### src/rtl/dsp_param_sequencer.sv
// Glitch-free parameter sequencer for a dual-channel DSP datapath.
// CSR writes land in shadow registers; a commit snapshots them into targets.
// Phase increments switch on the next decimated-rate strobe.
// Gains then ramp toward their targets by a fixed step on each strobe.
module dsp_param_sequencer #(
  parameter int unsigned PW = 19,
  parameter int unsigned GW = 32
) (
  input  logic          sys_clk,
  input  logic          rst,
  input  logic          wr_en,
  input  logic [2:0]    wr_addr,
  input  logic [31:0]   wr_data,
  input  logic          commit,
  input  logic          sample_ce,
  input  logic          clr_err,
  output logic [PW-1:0] phase_inc_down,
  output logic [PW-1:0] phase_inc_down1,
  output logic [GW-1:0] gain1,
  output logic [GW-1:0] gain2,
  output logic          busy,
  output logic          update_done,
  output logic          commit_err
);

  typedef enum logic [1:0] {StIdle, StWaitCe, StRamp, StDone} state_e;

  state_e state_q, state_d;

  logic [PW-1:0] sh_ph0, sh_ph1, tgt_ph0, tgt_ph1;
  logic [GW-1:0] sh_g1, sh_g2, sh_step, tgt_g1, tgt_g2, tgt_step;
  logic [PW-1:0] snap_ph0, snap_ph1;
  logic [GW-1:0] snap_g1, snap_g2, snap_step;
  logic          gains_settled;

  // Move cur one step toward tgt; compare first so the sum never wraps.
  function automatic logic [GW-1:0] ramp_next(input logic [GW-1:0] cur,
                                              input logic [GW-1:0] tgt,
                                              input logic [GW-1:0] step);
    logic [GW-1:0] res;
    res = cur;
    if (cur < tgt) begin
      res = ((tgt - cur) > step) ? cur + step : tgt;
    end else if (cur > tgt) begin
      res = ((cur - tgt) > step) ? cur - step : tgt;
    end
    return res;
  endfunction

  // Snapshot sees a write issued in the same cycle as the commit.
  always_comb begin
    snap_ph0  = (wr_en && wr_addr == 3'd0) ? wr_data[PW-1:0] : sh_ph0;
    snap_ph1  = (wr_en && wr_addr == 3'd1) ? wr_data[PW-1:0] : sh_ph1;
    snap_g1   = (wr_en && wr_addr == 3'd2) ? wr_data[GW-1:0] : sh_g1;
    snap_g2   = (wr_en && wr_addr == 3'd3) ? wr_data[GW-1:0] : sh_g2;
    snap_step = (wr_en && wr_addr == 3'd4) ? wr_data[GW-1:0] : sh_step;
  end

  assign gains_settled = (gain1 == tgt_g1) && (gain2 == tgt_g2);

  // Shadow register file, writable in any state.
  always_ff @(posedge sys_clk or posedge rst) begin
    if (rst) begin
      sh_ph0  <= '0;
      sh_ph1  <= '0;
      sh_g1   <= '0;
      sh_g2   <= '0;
      sh_step <= '0;
    end else if (wr_en) begin
      case (wr_addr)
        3'd0:    sh_ph0  <= wr_data[PW-1:0];
        3'd1:    sh_ph1  <= wr_data[PW-1:0];
        3'd2:    sh_g1   <= wr_data[GW-1:0];
        3'd3:    sh_g2   <= wr_data[GW-1:0];
        3'd4:    sh_step <= wr_data[GW-1:0];
        default: ;
      endcase
    end
  end

  // Next-state logic; RAMP exit is checked every cycle, not only on strobes.
  always_comb begin
    state_d = state_q;
    unique case (state_q)
      StIdle:   if (commit) state_d = StWaitCe;
      StWaitCe: if (sample_ce) state_d = StRamp;
      StRamp:   if (gains_settled) state_d = StDone;
      StDone:   state_d = StIdle;
      default:  state_d = StIdle;
    endcase
  end

  // State register plus registered status flags.
  always_ff @(posedge sys_clk or posedge rst) begin
    if (rst) begin
      state_q     <= StIdle;
      busy        <= 1'b0;
      update_done <= 1'b0;
      commit_err  <= 1'b0;
    end else begin
      state_q     <= state_d;
      busy        <= (state_d != StIdle);
      update_done <= (state_d == StDone);
      // A fresh error wins over a simultaneous clear.
      if (commit && state_q != StIdle) begin
        commit_err <= 1'b1;
      end else if (clr_err) begin
        commit_err <= 1'b0;
      end
    end
  end

  // Target capture, phase switch-over and gain ramp.
  always_ff @(posedge sys_clk or posedge rst) begin
    if (rst) begin
      tgt_ph0         <= '0;
      tgt_ph1         <= '0;
      tgt_g1          <= '0;
      tgt_g2          <= '0;
      tgt_step        <= '0;
      phase_inc_down  <= '0;
      phase_inc_down1 <= '0;
      gain1           <= '0;
      gain2           <= '0;
    end else begin
      unique case (state_q)
        StIdle: begin
          if (commit) begin
            tgt_ph0  <= snap_ph0;
            tgt_ph1  <= snap_ph1;
            tgt_g1   <= snap_g1;
            tgt_g2   <= snap_g2;
            tgt_step <= snap_step;
          end
        end
        StWaitCe: begin
          if (sample_ce) begin
            phase_inc_down  <= tgt_ph0;
            phase_inc_down1 <= tgt_ph1;
            // Zero step means jump straight to the targets.
            if (tgt_step == '0) begin
              gain1 <= tgt_g1;
              gain2 <= tgt_g2;
            end
          end
        end
        StRamp: begin
          if (sample_ce) begin
            gain1 <= ramp_next(gain1, tgt_g1, tgt_step);
            gain2 <= ramp_next(gain2, tgt_g2, tgt_step);
          end
        end
        default: ;
      endcase
    end
  end

endmodule

### config.mk
export PLATFORM = sky130hd
export DESIGN_NAME = dsp_param_sequencer
export DESIGN_NICKNAME = d
export VERILOG_FILES = /design/src/rtl/dsp_param_sequencer.sv
export SDC_FILE = /design/constraint.sdc
export NUM_CORES = 2
export LEC_CHECK = 0
export BUFFER_PORTS_ARGS = -buffer_cell sky130_fd_sc_hd__buf_2
export CORE_AREA = 2 2 341 208
export CTS_BUF_LIST = sky130_fd_sc_hd__clkbuf_16
export DETAILED_ROUTE_END_ITERATION = 12
export DIE_AREA = 0 0 343 210
export PLACE_DENSITY_LB_ADDON = 0.3
export SLEW_MARGIN = 15
export SYNTH_ARGS = -nofsm -noshare
export SYNTH_HDL_FRONTEND = slang
export SYNTH_SLANG_ARGS = --single-unit
export TNS_END_PERCENT = 100
### constraint.sdc
create_clock -name sys_clk -period 23.5 [get_ports sys_clk]
set_clock_uncertainty 0.1 [all_clocks]
set_input_delay 2.35 -clock sys_clk [delete_from_list [all_inputs] [get_ports sys_clk]]
set_output_delay 2.35 -clock sys_clk [all_outputs]
set_load 0.01 [all_outputs]
==> results by group <==
Yosys
  • EDFF count, synth: 0
  • Ys flop type: dfrtp_1
  • Most common cell in the netlist: ha_1
  • Yosys cell types: 93
  • Synth Register Bits: 375
  • Top cells by area, synth: dfrtp_1 30%, ha_1 15%, mux2_2 7.7%, a21oi_1 5.1%, o21ai_0 4.3%
  • Synth async-reset ratio: 100.0%
  • Mapped cell area: 30820 sq um
  • Post-synth top cells: 376 x ha_1, 375 x dfrtp_1, 316 x a21oi_1, 263 x nand2_1, 263 x o21ai_0
  • Syn_nets: 3920
  • Synth area leader: dfrtp_1
  • Syn avg cell area: 8.818 sq um
  • Seq/Total Area, Yosys: 30.45%
  • Synth Instances: 3495
  • Yosys top cell area share: 30.45%
  • YS warnings: 0

Die
  • Core footprint: 69070 sq um
  • Initial Util: 44.62%
  • Num rows: 75
  • Die Ht: 210 microns
  • Die Wd: 343 microns
  • IO Pins: 146
  • Die area: 72030 sq um

GRT
  • First-pass GRT wire length: 167700 microns
  • Pin count of the biggest net entering global routing: 225
  • Initial antenna violation count: 7
  • Vias in the first global route: 25538
  • Overflow after GRT: 0
  • Total Routing Usage GR: 31.08%

Final layout
  • Final core utilization: 48.54%
  • Share of layout cells above drive strength 1: 13.76%
  • Layout area overhead: 8.781%
  • Fillers: 6722
  • Layout net count: 3957

CTS
  • CTS Hold Bufs: 0
  • Root Driver: clkbuf_16
  • Sinks on Clock Net: 375
  • Post_cts resized: 0
  • Max Buffers Root-to-Sink: 3
  • Total setup buffers inserted after CTS: 0
  • CTS tree: yes
  • Clock transition at the registers of the reported paths: 0.06 ns
  • Worst skew pair latency: 0.59 ns
  • Total CTS buffers: 38
  • H-tree levels: 2

Drt
  • Number of routed nets with antenna violations: 0
  • 1st-iter DRT viols: 3517
  • Final wirelength: 114700 microns
  • Average routed wire per standard cell: 25.57 microns
  • Drt via density: 6.267
  • DRC violations left: 0
  • TritonRoute pass-1 iters: 6
  • Via total after detailed routing: 28119

Setup path
  • CP endpoint kind: flip-flop
  • FF-to-FF path depth: 25
  • Crit path DAT: 7.81 ns
  • Required arrival time at the worst endpoint: 23.83 ns
  • R2R setup slack: 16.03 ns
  • Startpoint types: flip-flop
  • Largest fanout on the critical path: 27
  • Critical path class: reg2reg

Timing
  • Pins Over Slew Limit: 0
  • Max transition margin: 23.84%
  • Unrepaired setup endpoints after global routing: false
  • Period utilization: 31.81%
  • Final Setup Violations: 0
  • Setup TNS: 0 ns
  • Final min period: 7.474 ns
  • Worst Tran Pin Value: 1.138 ns
  • Fmax: 133.8 MHz
  • Fin. Hold Viols: 0

Place
  • Hpwl dp: 90110 microns
  • Final Wtd Congestion: 1.062
  • # port buffers: 145

Min path
  • Hold Path Class: reg2reg
  • Hold Crit Depth: 1

Run status
  • Status: completed

Run
  • Max_cap viols: 0
[layout make-up]
type,instances,area [sq um],area share [%]
timing repair buffer,171,933.4,2.784
inverter,249,942.2,2.810
multi-input combinational,2697,19810,59.09
antenna,1,2.502,0.007464
clock inverter,31,321.6,0.9591
sequential,375,9384,27.99
clock buffer,39,975.9,2.911
tap,924,1156,3.448
[sequential cells by signal, indices dropped and copies added (netlist names), 32 cells and up]
name and count:
gain1 32, tgt_g1 32, sh_g2 32, tgt_g2 32, sh_g1 32, gain2 32, sh_step 32, tgt_step 32
[logic make-up (layout without fill, tap and decap cells)]
group	after synthesis	after routing	share of synthesized area, %
buffers and inverters	423	490	5.432
and+or+nand+nor	836	836	13.02
DFF	375	375	30.45
muxes	212	212	7.742
other	0	1	0
AOI/OAI and AO/OA	1103	1103	22.97
adders and majority gates	384	384	15.78
xor gates and xnor gates	162	162	4.604
[path summary, 6_finish.rpt]
path | from | endpoint
worst min-delay path | sh_ph1[12] | sh_ph1[12]
min in group asynchronous | rst | phase_inc_down[14]
worst min register to register | sh_ph1[12] | sh_ph1[12]
max in group asynchronous | rst | tgt_g2[13]
worst max-delay path | gain1[1] | gain1[30]
worst max register to register | gain1[1] | gain1[30]
[metrics by stage]
| step | area [sq um] | hold slack (ns) | std cells | worst slack, ns |
|---|---|---|---|---|
| 2_1_floorplan | 30820 | 0.3681 | 3495 | 10.63 |
| 3_3_place_gp | 32230 | 0.3758 | 4416 | 16.30 |
| 3_5_place_dp | 32230 | 0.3817 | 4416 | 16.26 |
| 4_1_cts | 33520 | 0.3964 | 4486 | 16.19 |
| 5_1_grt | 33520 | 0.4037 | 4486 | 15.56 |
| 6_report | 33530 | 0.3937 | 4487 | 16.03 |
[metal layers]
layer  up-vias  wire, microns  GRT usage, %
li1      12722              -             -
met1     13813          54690         49.23
met2      1453          40980         37.41
met4         2           1948         5.481
met5         -             13             0
met3       129          17110         13.92
[worst max-delay path, cell delays in order, from the launching register on]
cell and delay (ns):
dfrtp_1 0.53, inv_1 0.23, ha_1 0.40, nor2b_1 0.16, o21a_1 0.18, o21ai_0 0.23, a21oi_1 0.16, a221oi_1 0.75
o21a_1 0.22, o21ai_0 0.15, a221oi_1 0.45, o21ai_0 0.17, xor2_1 0.17, ha_1 0.32, nand4_1 0.11, or3_1 0.42
nor2_1 0.18, o41ai_1 0.14, o2111ai_1 0.12, o21ai_1 0.39, nand2b_1 0.28, buf_4 0.27, a21oi_2 0.55, o22ai_1 0.15
a211oi_1 0.40, a21oi_1 0.10
[placed cells by master (no fill, tap or decap), types with 22 or more instances in the layout]
master,netlist,routed
clkbuf_16,0,39
xor2_1,46,46
nand3_1,66,65
inv_1,247,252
nand2_1,263,262
a211oi_1,34,34
o221ai_1,25,25
nor4_1,24,24
xnor2_1,116,116
dfrtp_1,375,375
nand4_1,52,52
buf_2,39,145
nor3_1,50,49
o22ai_1,36,36
o21a_1,22,22
mux2_2,211,211
a221oi_1,34,34
nand2b_1,35,34
ha_1,376,376
buf_4,6,25
nor2b_1,36,35
o21ai_0,263,263
a21o_1,110,110
nor2_1,205,204
o21bai_1,48,48
a21oi_1,316,316
o31ai_1,25,24
Power is left out: the tool's default activity adds up to more than one toggle a clock period on the data nets, which glitch-free logic cannot reach.
